$ cat src/rtl/core_ctrl_pkg.sv
// Shared definitions for the core instruction sequencer: instruction-word bit map,
// the idle word and the sequencer state encoding.
package core_ctrl_pkg;

   localparam int INST_W     = 34;
   localparam int A_W        = 11;

   localparam int B_ACC      = 33;
   localparam int B_CEN_P    = 32;
   localparam int B_WEN_P    = 31;
   localparam int B_AP_LO    = 20;
   localparam int B_CEN_X    = 19;
   localparam int B_WEN_X    = 18;
   localparam int B_AX_LO    = 7;
   localparam int B_OFIFO_RD = 6;
   localparam int B_IFIFO_WR = 5;
   localparam int B_IFIFO_RD = 4;
   localparam int B_L0_RD    = 3;
   localparam int B_L0_WR    = 2;
   localparam int B_EXEC     = 1;
   localparam int B_LOAD     = 0;

   localparam logic [INST_W-1:0] IDLE_WORD = 34'h1800C0000;

   typedef enum logic [2:0] {
      S_IDLE  = 3'd0,
      S_KLOAD = 3'd1,
      S_KPROP = 3'd2,
      S_KGAP  = 3'd3,
      S_XLOAD = 3'd4,
      S_EXEC  = 3'd5,
      S_DRAIN = 3'd6,
      S_DONE  = 3'd7
   } state_t;

endpackage

$ cat src/rtl/core_ctrl_agen.sv
// Loadable base+offset address counter. addr shows the address to issue this cycle;
// step advances the pointer past it, wrapping modulo 2^addr_w.
module core_ctrl_agen #(
   parameter int addr_w = 11
) (
   input  logic              clk,
   input  logic              reset,
   input  logic              load,
   input  logic              step,
   input  logic [addr_w-1:0] base,
   output logic [addr_w-1:0] addr
);

   logic [addr_w-1:0] ptr_r;

   assign addr = load ? base : ptr_r;

   // Pointer register: reload from base, or advance past the address just issued.
   always_ff @(posedge clk or negedge reset) begin
      if (!reset) begin
         ptr_r <= {addr_w{1'b0}};
      end else if (step) begin
         ptr_r <= addr + addr_w'(1'b1);
      end else if (load) begin
         ptr_r <= base;
      end else begin
         ptr_r <= ptr_r;
      end
   end

endmodule

$ cat src/rtl/core_ctrl.sv
// Tile sequencer: kernel load, propagate, settle gap, activation load, execute, psum drain.
// Build macro CORE_CTRL_ACC_EN: forwards the latched cfg_acc onto inst[33] for psum writes.
module core_ctrl
   import core_ctrl_pkg::*;
#(
   parameter int row    = 8,
   parameter int col    = 8,
   parameter int addr_w = 11
) (
   input  logic              clk,
   input  logic              reset,
   input  logic              start,
   input  logic [addr_w-1:0] w_base,
   input  logic [addr_w-1:0] x_base,
   input  logic [addr_w-1:0] p_base,
   input  logic [addr_w-1:0] len,
   input  logic              cfg_acc,
   input  logic              ofifo_valid,
   output logic [33:0]       inst,
   output logic              busy,
   output logic              done
);

   localparam logic [addr_w-1:0] ZERO     = {addr_w{1'b0}};
   localparam logic [addr_w-1:0] ONE      = addr_w'(1'b1);
   localparam logic [addr_w-1:0] ROW_C    = addr_w'(row);
   localparam logic [addr_w-1:0] GAP_LAST = addr_w'(row + col - 1);

   state_t              state_r, nxt_state_s;
   logic [addr_w-1:0]   cnt_r, nxt_cnt_s;
   logic [addr_w-1:0]   len_r, x_base_r;
   logic [INST_W-1:0]   inst_r, word_s;
   logic                busy_r, done_r;
   logic                take_s, x_load_s, x_rd_s, p_wr_s, acc_bit_s;
   logic [addr_w-1:0]   x_ld_base_s, x_addr_s, p_addr_s;
   logic                l0_wr_s, l0_rd_s, exe_s, ld_s;

   assign take_s = (state_r == S_IDLE) && start;

`ifdef CORE_CTRL_ACC_EN
   logic acc_r;

   // Accumulate request captured with the rest of the tile parameters.
   always_ff @(posedge clk or negedge reset) begin
      if (!reset) begin
         acc_r <= 1'b0;
      end else if (take_s) begin
         acc_r <= cfg_acc;
      end else begin
         acc_r <= acc_r;
      end
   end

   assign acc_bit_s = acc_r;
`else
   logic unused_cfg_acc_s;
   assign unused_cfg_acc_s = cfg_acc;
   assign acc_bit_s        = 1'b0;
`endif

   core_ctrl_agen #(.addr_w(addr_w)) u_xagen (
      .clk   (clk),
      .reset (reset),
      .load  (x_load_s),
      .step  (x_rd_s),
      .base  (x_ld_base_s),
      .addr  (x_addr_s)
   );

   core_ctrl_agen #(.addr_w(addr_w)) u_pagen (
      .clk   (clk),
      .reset (reset),
      .load  (take_s),
      .step  (p_wr_s),
      .base  (p_base),
      .addr  (p_addr_s)
   );

   // Next state and phase counter; cnt_r indexes the word currently on inst.
   always_comb begin
      nxt_state_s = state_r;
      nxt_cnt_s   = cnt_r + ONE;
      x_load_s    = 1'b0;
      x_ld_base_s = x_base_r;
      p_wr_s      = 1'b0;
      case (state_r)
         S_IDLE: begin
            nxt_cnt_s = ZERO;
            if (start) begin
               nxt_state_s = S_KLOAD;
               x_load_s    = 1'b1;
               x_ld_base_s = w_base;
            end else begin
               nxt_state_s = S_IDLE;
            end
         end
         S_KLOAD: begin
            if (cnt_r == ROW_C) begin
               nxt_state_s = S_KPROP;
               nxt_cnt_s   = ZERO;
            end else begin
               nxt_state_s = S_KLOAD;
            end
         end
         S_KPROP: begin
            if (cnt_r == ROW_C - ONE) begin
               nxt_state_s = S_KGAP;
               nxt_cnt_s   = ZERO;
            end else begin
               nxt_state_s = S_KPROP;
            end
         end
         S_KGAP: begin
            if (cnt_r != GAP_LAST) begin
               nxt_state_s = S_KGAP;
            end else if (len_r == ZERO) begin
               nxt_state_s = S_DONE;
               nxt_cnt_s   = ZERO;
            end else begin
               nxt_state_s = S_XLOAD;
               nxt_cnt_s   = ZERO;
               x_load_s    = 1'b1;
            end
         end
         S_XLOAD: begin
            if (cnt_r == len_r) begin
               nxt_state_s = S_EXEC;
               nxt_cnt_s   = ZERO;
            end else begin
               nxt_state_s = S_XLOAD;
            end
         end
         S_EXEC: begin
            if (cnt_r == len_r - ONE) begin
               // In DRAIN the counter holds the number of psum writes already issued.
               nxt_state_s = S_DRAIN;
               p_wr_s      = ofifo_valid;
               nxt_cnt_s   = ofifo_valid ? ONE : ZERO;
            end else begin
               nxt_state_s = S_EXEC;
            end
         end
         S_DRAIN: begin
            if (cnt_r == len_r) begin
               nxt_state_s = S_DONE;
               nxt_cnt_s   = ZERO;
            end else if (ofifo_valid) begin
               nxt_state_s = S_DRAIN;
               p_wr_s      = 1'b1;
            end else begin
               nxt_state_s = S_DRAIN;
               nxt_cnt_s   = cnt_r;
            end
         end
         S_DONE: begin
            nxt_state_s = S_IDLE;
            nxt_cnt_s   = ZERO;
         end
         default: begin
            nxt_state_s = S_IDLE;
            nxt_cnt_s   = ZERO;
         end
      endcase
   end

   // Strobes of the word for the upcoming cycle, derived from the next state.
   always_comb begin
      x_rd_s  = 1'b0;
      l0_wr_s = 1'b0;
      l0_rd_s = 1'b0;
      exe_s   = 1'b0;
      ld_s    = 1'b0;
      case (nxt_state_s)
         S_KLOAD: begin
            x_rd_s  = (nxt_cnt_s < ROW_C);
            l0_wr_s = (nxt_cnt_s != ZERO);
         end
         S_KPROP: begin
            ld_s    = 1'b1;
            l0_rd_s = 1'b1;
         end
         S_XLOAD: begin
            x_rd_s  = (nxt_cnt_s < len_r);
            l0_wr_s = (nxt_cnt_s != ZERO);
         end
         S_EXEC: begin
            exe_s   = 1'b1;
            l0_rd_s = 1'b1;
         end
         default: begin
            x_rd_s  = 1'b0;
         end
      endcase
   end

   // Assemble the instruction word; unused address fields stay zero.
   always_comb begin
      word_s                   = IDLE_WORD;
      word_s[B_ACC]            = p_wr_s & acc_bit_s;
      word_s[B_CEN_P]          = ~p_wr_s;
      word_s[B_WEN_P]          = ~p_wr_s;
      word_s[B_AP_LO +: A_W]   = p_wr_s ? A_W'(p_addr_s) : {A_W{1'b0}};
      word_s[B_CEN_X]          = ~x_rd_s;
      word_s[B_WEN_X]          = 1'b1;
      word_s[B_AX_LO +: A_W]   = x_rd_s ? A_W'(x_addr_s) : {A_W{1'b0}};
      word_s[B_OFIFO_RD]       = p_wr_s;
      word_s[B_IFIFO_WR]       = 1'b0;
      word_s[B_IFIFO_RD]       = 1'b0;
      word_s[B_L0_RD]          = l0_rd_s;
      word_s[B_L0_WR]          = l0_wr_s;
      word_s[B_EXEC]           = exe_s;
      word_s[B_LOAD]           = ld_s;
   end

   // State, counters, latched tile parameters and registered outputs.
   always_ff @(posedge clk or negedge reset) begin
      if (!reset) begin
         state_r  <= S_IDLE;
         cnt_r    <= ZERO;
         len_r    <= ZERO;
         x_base_r <= ZERO;
         inst_r   <= IDLE_WORD;
         busy_r   <= 1'b0;
         done_r   <= 1'b0;
      end else begin
         state_r  <= nxt_state_s;
         cnt_r    <= nxt_cnt_s;
         inst_r   <= word_s;
         busy_r   <= (nxt_state_s != S_IDLE);
         done_r   <= (nxt_state_s == S_DONE);
         if (take_s) begin
            len_r    <= len;
            x_base_r <= x_base;
         end else begin
            len_r    <= len_r;
            x_base_r <= x_base_r;
         end
      end
   end

   assign inst = inst_r;
   assign busy = busy_r;
   assign done = done_r;

endmodule

$ cat config.mk
export PLATFORM = sky130hd
export DESIGN_NAME = core_ctrl
export DESIGN_NICKNAME = d
export VERILOG_FILES = /design/src/rtl/core_ctrl_pkg.sv /design/src/rtl/core_ctrl_agen.sv /design/src/rtl/core_ctrl.sv
export SDC_FILE = /design/constraint.sdc
export NUM_CORES = 1
export LEC_CHECK = 0
export CORE_ASPECT_RATIO = 1.75
export CORE_UTILIZATION = 49
export DETAILED_ROUTE_END_ITERATION = 6
export PLACE_DENSITY = 0.79
export SYNTH_ARGS = -nofsm -noshare
export SYNTH_HDL_FRONTEND = slang
export SYNTH_SLANG_ARGS = --single-unit
$ cat constraint.sdc
create_clock -name clk -period 3.9 [get_ports clk]
set_clock_uncertainty 0.15 [all_clocks]
set_input_delay 0.585 -clock clk [delete_from_list [all_inputs] [get_ports clk]]
set_output_delay 0.585 -clock clk [all_outputs]
set_load 0.01 [all_outputs]
# == After elaboration in Yosys (flattened, before gate mapping) ==
# Cells that the tools add are included.
# word_totals
ff_bits,89
word_cells,81
output_inout_bits,36
# op_classes
n_reduce_logical,8
n_mux,39
addsub,4
magnitude_cmp,2
eq_ne,17
n_bitwise,2
# op_table
operator,count
2-to-1 mux 11 bit,15
one-hot mux 11 bit (7 select lines),1
"adder 11 x 1 -> 11 bit, second input constant",3
one-hot mux 3 bit (8 select lines),1
equality test 11 bit,2
"equality test 3 bit, second input constant",7
2-to-1 mux 1 bit,15
"equality test 11 x 3 -> 1 bit, second input constant",1
"equality test 11 x 4 -> 1 bit, second input constant",1
logical NOT 11 bit,1
less-than comparator 11 bit,1
"less-than comparator 11 x 4 -> 1 bit, second input constant",1
"inequality test 11 x 4 -> 1 bit, second input constant",1
nonzero test 11 bit,1
"subtractor 11 x 1 -> 11 bit, second input constant",1
"equality test 3 x 2 -> 1 bit, second input constant",3
"equality test 3 x 1 -> 1 bit, second input constant",2
2-to-1 mux 2 bit,3
one-hot mux 1 bit (2 select lines),3
OR reduction 2 bit,3
logical NOT 3 bit,1
2-to-1 mux 3 bit,1
nonzero test 3 bit,1
NOT 1 bit,2
logical AND 1 bit,1

# == Logic depth before layout (Yosys ltp) ==
# Gate-level depths: netlist (run 1).
# depth
word_depth,7
mapped_depth,25

# == Modules after synthesis ==
# From an unflattened synthesis (run 1), not the netlist that was laid out.
# unflattened
cells_unflattened,591
area_unflattened_um2,5403.9
# modules_own_cells
mod,n_inst,seq_area_each_um2,area_each_um2,cells_per_inst
core_ctrl,1,1679.1,4010.1,461
core_ctrl_agen,2,275.3,696.9,65

# == Least setup slack after synthesis (run 1) ==
# No wires, ideal clock.
# synth_path
kind,reg-to-reg
start,reg len_r[3]
end,reg u_xagen.ptr_r[10]
period_less_slack_ns,4.270
path_slack_ns,-0.370
arrival_time_ns,4.040
required_ns,3.670
setup_time_ns,0.080
stages_incl_launch_ff,24
cell_sequence,dfrtp_1 buf_6 or4_4 nor4b_4 xor2_1 nand2_1 nor3_1 a31o_2 and2_1 o21ai_0 nand2_1 o21ai_0 ha_1 o21ai_0 nor2_1 o21ai_0 nand2_1 o2111ai_1 nand4_1 nor3_1 a32o_2 inv_4 nor4b_2 xnor2_1
# synth_via
elab_chain_cells,7
word_cells_on_any_way,25
cone_classes,add/sub (2); order compare (2); eq/ne (4); mux (16); reduce/logical (1)
# synth_lines
item,line_no,text
"start, declared",core_ctrl.sv:31,"logic [addr_w-1:0] len_r, x_base_r;"
"start signal, assigned",core_ctrl.sv:232,len_r <= len;
"start signal, assigned",core_ctrl.sv:235,len_r <= len_r;
subtractor 11 x 1 -> 11 bit,core_ctrl.sv:134,if (cnt_r == len_r - ONE) begin
equality test 11 bit,core_ctrl.sv:134,
2-to-1 mux 11 bit,core_ctrl.sv:134,
one-hot mux 11 bit (7 select lines) *,core_ctrl.sv:86,case (state_r)
via nxt_cnt_s[6],core_ctrl.sv:30,"logic [addr_w-1:0] cnt_r, nxt_cnt_s;"
less-than comparator 11 bit or less-than comparator 11 x 4 -> 1 bit (tied branches),"core_ctrl.sv:183, core_ctrl.sv:175",
one-hot mux 1 bit (2 select lines) *,core_ctrl.sv:173,case (nxt_state_s)
2-to-1 mux 11 bit *,core_ctrl_agen.sv:22,end else if (step) begin
"end signal, assigned",core_ctrl_agen.sv:21,ptr_r <= {addr_w{1'b0}};
"end signal, assigned",core_ctrl_agen.sv:23,ptr_r <= addr + addr_w'(1'b1);
"end signal, assigned",core_ctrl_agen.sv:25,ptr_r <= base;
"end, declared",core_ctrl_agen.sv:14,logic [addr_w-1:0] ptr_r;
# Mark *: on every way through the listed nets, which the timed path passes. The rest lies on a longest branch.
# A chain may end at the register's enable or synchronous reset.

# == Worst setup path after layout (run 1) ==
# layout_path
start,reg cnt_r[7]
end,reg u_xagen.ptr_r[1]
# layout_via
elab_chain_cells,7
word_cells_on_any_way,31
cone_classes,add/sub (2); order compare (2); eq/ne (7); mux (20)
# layout_lines
item,line_no,text
"start, declared",core_ctrl.sv:30,
"start signal, assigned",core_ctrl.sv:227,cnt_r <= nxt_cnt_s;
adder 11 x 1 -> 11 bit,core_ctrl.sv:82,nxt_cnt_s = cnt_r + ONE;
2-to-1 mux 11 bit,core_ctrl.sv:147,end else if (ofifo_valid) begin
2-to-1 mux 11 bit,core_ctrl.sv:144,if (cnt_r == len_r) begin
one-hot mux 11 bit (7 select lines) *,core_ctrl.sv:86,
via nxt_cnt_s[7],core_ctrl.sv:30,
less-than comparator 11 bit or less-than comparator 11 x 4 -> 1 bit (tied branches),"core_ctrl.sv:183, core_ctrl.sv:175",
one-hot mux 1 bit (2 select lines) *,core_ctrl.sv:173,
2-to-1 mux 11 bit *,core_ctrl_agen.sv:22,
# Marked as above.

==> flow_metrics.py, run 1 <==
metrics = {
    "run_status": {
        "status": "complete, but fails checks",
        "violations": "negative setup slack",
    },
    "floorplanning": {
        "initial_utilization_pct": 50.1,
        "core_area_mm2": 0.0106,
        "die_area_mm2": 0.0113,
        "rows": 50,
        "die_w_um": 80.8,
        "ios": 85,
        "die_h_um": 140,
    },
    "routing": {
        "vias_per_cell": 5.90,
        "avgRoutedWirePerCell_um": 20.0,
        "drc": 0,
        "final_antenna_net_count": 0,
        "drtIter0Drc": 499,
        "first_pass_iters": 6,
        "vias": 5583,
        "routed_wl_um": 18900,
    },
    "sta": {
        "fin_crit_ns": 4.47,
        "setup_ws_ns": -0.568,
        "max_freq_ghz": 0.224,
        "setup_violations": 23,
        "fin_tns_setup_ns": -9.69,
        "final.period_utilization_pct": 115,
        "tightest_slew_ns": 0.729,
        "whs_ns": 0.109,
        "slew_viol_final": 0,
        "relSlewSlack_pct": 51.0,
        "finalHoldViolCount": 0,
        "rsz0062_at_grt": "true",
    },
    "layout": {
        "final_core_util_pct": 74.5,
        "final_common_cell": "buf_4",
        "final_cell_mix": "buf_4, nand2_1, dfrtp_1, clkdlybuf4s50_1",
        "drive_above_1_share_pct": 29.9,
        "final_cells": 946,
        "areaGrowthSynthToFinish_pct": 48.6,
        "postLayoutCellArea_mm2": 0.00792,
        "fin_nets": 877,
        "insertedDiodeCount": 0,
    },
    "clock_network": {
        "cts_tree": "built",
        "clkTransAtPathRegs_ns": 0.07,
        "h-tree-depth": 3,
        "clockBufferDepth": 2,
        "clock_latency_ns": 0.35,
        "cts_hold_buffers": 0,
        "numCtsBuffers": 9,
        "root_buffer": "clkbuf_16",
        "clock_sinks": 89,
    },
    "critical_path": {
        "crit_path_max_incr_delay_ns": 0.52,
        "worst_path_max_delay_cell": "or3_1",
        "worst_setup_path_end_kind": "register",
        "critical_path_class": "register to register",
        "crit_required_ns": 3.98,
        "arrival_ns": 4.55,
        "crit_fanout": 8,
        "path_buf_inv": 4,
        "r2r_cells": 19,
        "critPathTopFamily": "compound AO/OA/AOI/OAI gates",
        "crit_path_start_kind": "register",
        "cp_num_cells": 19,
        "worstPathCellList": "buf_4 > or3_1 > nor2_1 > a31o_2 > nor2b_1 > a21o_1 > a31o_4 > and2_4 > buf_6 > a21oi_2 > a21o_1 > ha_4 > nand4_1 > a211oi_2 > o31ai_2 > a32o_2 > inv_4 > buf_4 > mux2_2",
    },
    "place": {
        "hpwlAfterDp_um": 14100,
        "place_inst": 914,
        "postPlaceCellArea_mm2": 0.00719,
        "gp_congestion": 0.993,
        "port_buffers": 79,
        "preCtsSetupSlack_ns": -0.785,
    },
    "hold_path": {
        "hold_path.class": "primary input to asynchronous set/reset pin",
    },
    "pwr": {
        "p_seq_share_pct": 47.3,
        "combPwrFrac_pct": 12.0,
        "swShare_pct": 25.1,
        "peakVddDrop_v": 0.000263,
        "internal_power_mw": 1.53,
        "power_density_mw_per_mm2": 257,
        "total_power_mw": 2.04,
        "switchingPower_mw": 0.512,
        "leakagePower_nw": 3.49,
        "power_frac_clock_pct": 40.7,
    },
    "logic_synthesis": {
        "synth_flop_cell": "dfrtp_1",
        "syn_area_mm2": 0.00533,
        "synth_warnings": 0,
        "syn_inst": 602,
        "synth.distinct_cells": 71,
        "synth_top_area_share_pct": 40.9,
        "synth_async_sr_flop_share_pct": 100,
        "synth.area.top_cells": "dfrtp_1, nand2_1, xnor2_1",
        "syn_avg_cell_area_um2": 8.85,
        "yosysSeqAreaShare_pct": 41.8,
        "synth_edf_count": 0,
        "ys_seq_elements": 89,
        "yosysTopAreaCell": "dfrtp_1",
    },
    "grt": {
        "grt_max_degree": 49,
        "antenna_found_initial": 0,
        "grt_pass1_wl_um": 29500,
        "grt_usage_pct": 35.5,
        "gr-total-overflow": 0,
        "grt_pass1_vias": 5765,
    },
    "run": {
        "drv_cap": 0,
    },
}
[worst reg2reg max path, stage by stage (launching register included)]
cell and delay [ns]:
dfrtp_1 0.39, buf_4 0.17, or3_1 0.52, nor2_1 0.23, a31o_2 0.19, nor2b_1 0.18, a21o_1 0.24, a31o_4 0.14
and2_4 0.15, buf_6 0.10, a21oi_2 0.03, a21o_1 0.19, ha_4 0.28, nand4_1 0.21, a211oi_2 0.25, o31ai_2 0.11
a32o_2 0.27, inv_4 0.12, buf_4 0.13, mux2_2 0.31
[timing repair]
| action | 4_1_cts | 5_1_grt |
|---|---|---|
| endpoints found under the hold margin | 0 | 0 |
| endpoints found under the setup margin | 23 | 32 |
| resized for setup | 33 | 34 |
| buffers inserted | 9 | 9 |
| pin swaps | 25 | 17 |
[power by group through the flow]
stage / Combinational, mW / Sequential, mW / Clock [mW]
after floorplan: 0.0890 / 0.979 / 0
after global placement: 0.213 / 0.977 / 0
after detailed placement: 0.219 / 0.978 / 0
after CTS: 0.235 / 0.962 / 0.839
after global routing: 0.266 / 0.965 / 0.871
final: 0.245 / 0.963 / 0.830
[cell usage after synthesis (all sizes together) (3+ instances only)]
cell type and instances:
clkbuf 22, xor2 18, o2111ai 3, dfrtp 87, and2 6, nand2b 7
nor4 9, inv 24, ha 17, a21oi 18, nand3 32, a21o 4
nor3b 3, o31ai 5, nor4b 4, o31a 3, and3 7, nand2 104
and4 3, or2 8, a211oi 4, buf 9, mux2i 12, a21boi 4
a31oi 5, nor2 42, o21ai 34, nor3 13, o21bai 5, or3 8
nor2b 6, o22ai 3, nand4 12, xnor2 25, o211ai 4
[cells by family (layout without fill, tap and decap cells)]
kind of cell	after synthesis	count (layout)	synth area share (%)
mux	13	13	2.47
compound gates	111	111	14.0
xor+xnor	43	43	7.07
fa+ha+maj	17	17	3.99
simple gates	272	272	26.0
buf+inv	55	267	4.51
other cells	2	4	0.141
flops	89	89	41.8
[cell type report]
class                           count  area (um^2)
Sequential cell                    89         2230
Timing Repair Buffer              227         1930
Multi-Input combinational cell    460         3220
Fill cell                         763         2720
Clock inverter                      4         36.3
Inverter                           24         92.6
Clock buffer                       12          246
Tap cell                          130          163
[final timing paths]
check                       startpoint               end  slack (ns)
min in group clk           x_base_r[9]       x_base_r[9]        0.33
min reg2reg                x_base_r[9]       x_base_r[9]        0.33
max reg2reg                   cnt_r[7]  u_xagen.ptr_r[1]       -0.57
max in group asynchronous        reset          inst[31]        2.67
max                           cnt_r[7]  u_xagen.ptr_r[1]       -0.57
min                              reset           inst[1]        0.11
[state kept, by name (all words and copies together) (netlist names)]
register and flops:
inst 29, state_r 3, u_pagen.ptr_r 11, cnt_r 11, len_r 11, done 1, busy 1, x_base_r 11
u_xagen.ptr_r 11
[routing by layer]
metal,share of wire [%],global-route usage (%),vias up
met4,8.4,27.1,0
met1,34,35.8,2677
met2,52,61.3,273
met3,5.6,7.95,110
li1,-,-,2523
met5,0,0,-
No activity file was read; power rests on OpenSTA's default activity.
==> run 2: changes to the inputs <==
--- a/config.mk
+++ b/config.mk
@@ -6,9 +6,11 @@
 export NUM_CORES = 1
 export LEC_CHECK = 0
 export CORE_ASPECT_RATIO = 1.75
-export CORE_UTILIZATION = 49
+export CORE_UTILIZATION = 53
 export DETAILED_ROUTE_END_ITERATION = 6
-export PLACE_DENSITY = 0.79
+export DONT_BUFFER_PORTS = 1
+export PLACE_DENSITY = 0.73
+export SLEW_MARGIN = 20
 export SYNTH_ARGS = -nofsm -noshare
 export SYNTH_HDL_FRONTEND = slang
 export SYNTH_SLANG_ARGS = --single-unit
==> run 2 against run 1 <==
Net effect:
- the flow finishes with violations (negative hold slack, negative setup slack)
- critical path depth increased by 1
- clock-buffer cell count decreased by 1
- flip-flop and latch count unchanged
- register-to-register slack better by 0.02 ns
- via count decreased by 7.6%
- worst hold slack lost 0.12 ns
- total power decreased by 1.4%
- cell area is 11% lower
- largest cell class unchanged
==> flow_metrics.py, run 2 (synthesis results as in run 1) <==
metrics = {
    "layout": {
        "fin_nets": 794,
        "nFillCells": 696,
        "final_cell_mix": "buf_4, nand2_1, dfrtp_1, nor2_1, nand3_1",
        "drive_above_1_share_pct": 31.0,
        "largest_reg_flops": 29,
        "areaGrowthSynthToFinish_pct": 32.4,
        "insertedDiodeCount": 0,
        "final_common_cell": "buf_4",
    },
    "sta": {
        "relSlewSlack_pct": 42.9,
        "setup_violations": 23,
        "tightest_slew_ns": 0.847,
        "slew_viol_final": 0,
        "fin_tns_setup_ns": -10.54,
        "final.period_utilization_pct": 114,
        "finalHoldViolCount": 13,
        "rsz0062_at_grt": "true",
        "max_freq_ghz": 0.225,
        "setup_ws_ns": -0.543,
        "whs_ns": -0.00954,
        "fin_crit_ns": 4.44,
    },
    "critical_path": {
        "path_buf_inv": 5,
        "crit_fanout": 7,
        "critical_path_class": "register to register",
        "critPathTopFamily": "compound AO/OA/AOI/OAI gates",
        "worst_path_max_delay_cell": "a311o_1",
        "crit_required_ns": 3.94,
        "worst_setup_path_end_kind": "register",
        "crit_top_cell": "buf_4",
        "arrival_ns": 4.48,
        "crit_path_max_incr_delay_ns": 0.43,
        "crit_path_start_kind": "register",
        "cp_num_cells": 20,
        "worstPathCellList": "buf_4 > nor2_1 > a41oi_2 > a311o_1 > nor2_2 > nor3_2 > a31o_2 > buf_4 > buf_4 > a21bo_2 > a222oi_1 > buf_4 > ha_1 > o21ai_0 > a211oi_2 > o31ai_1 > a32o_2 > buf_6 > and2_4 > xnor2_2",
        "r2r_cells": 20,
    },
    "run": {
        "drv_cap": 0,
    },
    "floorplanning": {
        "die_h_um": 135,
        "initial_utilization_pct": 54.4,
        "rows": 48,
        "ios": 85,
        "die_area_mm2": 0.0105,
        "core_area_mm2": 0.00979,
        "die_w_um": 77.8,
    },
    "run_status": {
        "violations": "negative hold slack, negative setup slack",
        "status": "complete, but fails checks",
    },
    "clock_network": {
        "cts_tree": "built",
        "clockBufferDepth": 2,
        "clock_sinks": 89,
        "clkTransAtPathRegs_ns": 0.07,
        "h-tree-depth": 3,
        "clock_latency_ns": 0.34,
        "root_buffer": "clkbuf_16",
        "numCtsBuffers": 9,
    },
    "pwr": {
        "swShare_pct": 24.0,
        "power_frac_clock_pct": 42.3,
        "total_power_mw": 2.01,
        "internal_power_mw": 1.53,
        "peakVddDrop_v": 0.000345,
        "p_seq_share_pct": 47.9,
        "switchingPower_mw": 0.483,
        "combPwrFrac_pct": 9.7,
        "leakagePower_nw": 3.14,
        "power_density_mw_per_mm2": 285,
    },
    "grt": {
        "grt_max_degree": 90,
        "grt_pass1_wl_um": 26700,
        "antenna_found_initial": 0,
        "grt_pass1_vias": 5438,
        "grt_usage_pct": 34.1,
        "gr-total-overflow": 0,
    },
    "hold_path": {
        "hold_path.class": "primary input to asynchronous set/reset pin",
    },
    "routing": {
        "vias_per_cell": 6.02,
        "drc": 0,
        "avgRoutedWirePerCell_um": 20.1,
        "routed_wl_um": 17200,
        "drtIter0Drc": 341,
        "final_antenna_net_count": 0,
        "first_pass_iters": 5,
        "vias": 5161,
    },
    "place": {
        "port_buffers": 0,
        "gp_congestion": 0.964,
        "hpwlAfterDp_um": 12900,
        "preCtsSetupSlack_ns": -0.481,
    },
}
run 2: changes by cell type in the layout (fill, tap and decap cells not counted), sizes merged:
cell	before	now
clkdlybuf4s50	78	0
buf	149	144
clkinv	1	3
inv	26	24
bufinv	0	1
clkbuf	12	11
run 2: cell type report:
class / count / area, um^2 / area share [%]
Clock buffer: 11 / 233 / 3.30
Clock inverter: 5 / 56.3 / 0.798
Inverter: 24 / 92.6 / 1.31
Multi-Input combinational cell: 460 / 3150 / 44.6
Sequential cell: 89 / 2230 / 31.6
Tap cell: 125 / 156 / 2.22
Timing Repair Buffer: 144 / 1140 / 16.2
run 2: per-layer routing:
layer	GRT usage, %	wire length, um	share of wire, %	vias up
met5	0	0	0	-
met4	26.2	1300	7.6	0
met3	4.39	746	4.3	83
met2	62.8	9350	54	221
met1	34.1	5830	34	2509
li1	-	-	-	2348
run 2: power groups by stage:
stage	Clock, mW	Sequential (mW)	Combinational (mW)
final	0.851	0.964	0.196
after global routing	0.891	0.965	0.213
after CTS	0.858	0.962	0.186
after detailed placement	0	0.979	0.149
after global placement	0	0.977	0.142
after floorplan	0	0.979	0.0890
run 2: worst paths after layout:
| check | to | from | slack [ns] |
|---|---|---|---|
| hold / removal | done | reset | -0.01 |
| min in group clk | x_base_r[7] | x_base[7] | 0.21 |
| max in group asynchronous | inst[31] | reset | 3.21 |
| hold reg to reg | x_base_r[2] | x_base_r[2] | 0.32 |
| setup / recovery | u_xagen.ptr_r[2] | len_r[3] | -0.54 |
| setup reg to reg | u_xagen.ptr_r[2] | len_r[3] | -0.54 |
run 2: through the flow:
| stage | area (um^2) | util [%] | std cells |
|---|---|---|---|
| floorplan | 5380 | - | 604 |
| global placement | 6350 | 64.8 | 823 |
| detailed placement | 6350 | 64.8 | 823 |
| CTS | 6920 | 70.7 | 851 |
| global route | 7050 | 72.1 | 858 |
| finish | 7050 | 72.1 | 858 |
run 2: timing repair:
item | in CTS | in global routing
gates resized for setup | 39 | 15
hold endpoints to repair | 89 | 0
pin swaps | 36 | 11
endpoints found under the setup margin | 25 | 29
hold buffers | 1 | 0
buffers inserted | 12 | 7
run 2: worst register-to-register path: stages (launching register included):
cell	delay (ns)
dfrtp_1	0.38
buf_4	0.16
nor2_1	0.22
a41oi_2	0.21
a311o_1	0.43
nor2_2	0.21
nor3_2	0.07
a31o_2	0.23
buf_4	0.13
buf_4	0.12
a21bo_2	0.20
a222oi_1	0.23
buf_4	0.18
ha_1	0.12
o21ai_0	0.12
a211oi_2	0.29
o31ai_1	0.12
a32o_2	0.27
buf_6	0.15
and2_4	0.16
xnor2_2	0.13
==> run 3: changes to the inputs <==
--- a/config.mk
+++ b/config.mk
@@ -9,7 +9,7 @@
 export CORE_UTILIZATION = 53
 export DETAILED_ROUTE_END_ITERATION = 6
 export DONT_BUFFER_PORTS = 1
-export PLACE_DENSITY = 0.73
+export PLACE_DENSITY = 0.7
 export SLEW_MARGIN = 20
 export SYNTH_ARGS = -nofsm -noshare
 export SYNTH_HDL_FRONTEND = slang
==> constraint.sdc (replaced) <==
create_clock -name clk -period 5 [get_ports clk]
set_clock_uncertainty 0.15 [all_clocks]
set_input_delay 0.75 -clock clk [delete_from_list [all_inputs] [get_ports clk]]
set_output_delay 0.75 -clock clk [all_outputs]
set_load 0.01 [all_outputs]
==> run 3 against run 2 <==
Net effect:
- the run now ends clean
- clock power is 24% lower
- register-to-register slack better by 0.79 ns
- combinational power shrank 48%
- worst hold slack improved by 0.11 ns
- global-route usage shrank 4.0 points
- routed wire length decreased by 12%
- die area did not move
- fmax down 6.5%
- sequential share of layout area grew 5.7 points
- sequential power fell by 22%
- clock-buffer cell count unchanged
==> flow_metrics.py, run 3 (synthesis results as in run 1) <==
metrics = {
    "grt": {
        "antenna_found_initial": 0,
        "gr-total-overflow": 0,
        "grt_max_degree": 88,
        "grt_usage_pct": 30.1,
        "grt_pass1_wl_um": 23500,
        "grt_pass1_vias": 4704,
    },
    "run_status": {
        "status": "completed",
    },
    "clock_network": {
        "h-tree-depth": 3,
        "clock_latency_ns": 0.34,
        "cts_tree": "built",
        "clkTransAtPathRegs_ns": 0.06,
        "numCtsBuffers": 9,
        "clockBufferDepth": 2,
        "clock_sinks": 89,
        "root_buffer": "clkbuf_16",
    },
    "critical_path": {
        "rrSetupSlack_ns": 0.25,
        "timing.rr.end": "u_xagen.ptr_r[8]",
        "critical_path_class": "register to register",
        "r2r-start": "len_r[4]",
        "worst_setup_path_end_kind": "register",
        "crit_required_ns": 5.11,
        "crit_fanout": 6,
        "arrival_ns": 4.86,
        "r2r_cells": 22,
        "crit_path_start_kind": "register",
    },
    "sta": {
        "whs_ns": 0.100,
        "fin_tns_setup_ns": 0,
        "setup_violations": 0,
        "rsz0062_at_grt": "false",
        "finalHoldViolCount": 0,
        "slew_viol_final": 0,
        "final.period_utilization_pct": 95.0,
        "max_freq_ghz": 0.211,
        "tightest_slew_ns": 0.779,
        "relSlewSlack_pct": 48.1,
        "fin_crit_ns": 4.75,
    },
    "routing": {
        "drc": 0,
        "drtIter0Drc": 297,
        "final_antenna_net_count": 0,
        "avgRoutedWirePerCell_um": 20.3,
        "first_pass_iters": 6,
        "vias": 4574,
        "vias_per_cell": 6.13,
        "routed_wl_um": 15100,
    },
    "layout": {
        "final_common_cell": "nand2_1",
        "nFillCells": 880,
        "final_cell_mix": "nand2_1, dfrtp_1, nor2_1, nand3_1, o21ai_0",
        "fin_nets": 682,
        "postLayoutCellArea_mm2": 0.00598,
        "insertedDiodeCount": 0,
        "seq_area_mm2": 0.00223,
        "multi_input_area_mm2": 0.00294,
        "drive_above_1_share_pct": 14.3,
        "largest_reg_flops": 29,
        "areaGrowthSynthToFinish_pct": 12.2,
    },
    "floorplanning": {
        "core_area_mm2": 0.00979,
        "initial_utilization_pct": 54.4,
        "die_h_um": 135,
        "ios": 85,
        "die_area_mm2": 0.0105,
        "rows": 48,
        "die_w_um": 77.8,
    },
    "pwr": {
        "leakagePower_nw": 2.55,
        "peakVddDrop_v": 0.000215,
        "power_density_mw_per_mm2": 251,
    },
    "place": {
        "gp_congestion": 0.986,
        "postPlaceCellArea_mm2": 0.00558,
        "hpwlAfterDp_um": 11500,
        "port_buffers": 0,
    },
    "run": {
        "drv_cap": 0,
    },
    "hold_path": {
        "hold_path.class": "primary input to asynchronous set/reset pin",
    },
}
-- run 3: through the flow --
stage / power [mW] / setup WS, ns / cells / util (%)
2_1_floorplan: 0.832 / 0.730 / 604 / -
3_3_place_gp: 0.847 / 0.162 / 727 / 57.0
3_5_place_dp: 0.850 / 0.0541 / 727 / 57.0
4_1_cts: 1.51 / 0.0116 / 744 / 60.3
5_1_grt: 1.56 / 0.000489 / 746 / 61.1
6_report: 1.50 / 0.250 / 746 / 61.1
-- run 3: area by class of cell --
cell class                 instances  area share (%)
multi-input combinational        460            49.1
sequential                        89            37.3
timing repair buffer              32            4.56
clock buffer                      11            4.23
tap                              125            2.62
inverter                          24            1.55
clock inverter                     5           0.649
-- run 3: layer usage --
layer | track usage, % | vias to the layer above | share of wire [%]
li1 | - | 2140 | -
met1 | 30.3 | 2206 | 36
met2 | 56.9 | 168 | 55
met3 | 3.51 | 60 | 4.0
met4 | 20.1 | 0 | 5.3
met5 | 0 | - | 0
-- run 3: report_power, final --
group | internal, mW | total [mW] | switching, mW
clock | 0.366 | 0.646 | 0.280
sequential | 0.739 | 0.755 | 0.0153
combinational | 0.0370 | 0.101 | 0.0642
total | 1.14 | 1.50 | 0.360
-- run 3: critical path: stages, from the launching register on --
cell	delay, ns
dfrtp_1	0.44
or4_4	0.58
nor4b_4	0.31
xor2_1	0.22
nand2_1	0.11
nor3_2	0.23
a31o_2	0.22
and2_1	0.20
o21ai_0	0.11
nand2_1	0.08
o21ai_1	0.11
ha_1	0.34
o21ai_0	0.08
nor2_1	0.05
o21ai_0	0.15
nand2_1	0.07
o2111ai_1	0.14
nand4_1	0.17
nor3_2	0.17
a32o_2	0.20
inv_4	0.07
nor4b_2	0.31
xnor2_1	0.15
-- run 3: repair_timing --
item                                   4_1_cts  5_1_grt
endpoints found under the hold margin       87        0
setup endpoints to repair                    0       23
setup buffers                                0        2
gates resized for setup                      0       15
hold buffers                                 1        0
-- run 3: how the worst max path moves through the flow --
stage          startpoint                 to  depth (start not counted)
3_3_place_gp     len_r[0]  u_xagen.ptr_r[10]                         24
4_1_cts          len_r[1]  u_xagen.ptr_r[10]                         24
5_1_grt          len_r[4]   u_xagen.ptr_r[8]                         22
3_5_place_dp     len_r[1]   u_xagen.ptr_r[8]                         24
2_1_floorplan    len_r[3]  u_xagen.ptr_r[10]                         23
6_report         len_r[4]   u_xagen.ptr_r[8]                         22
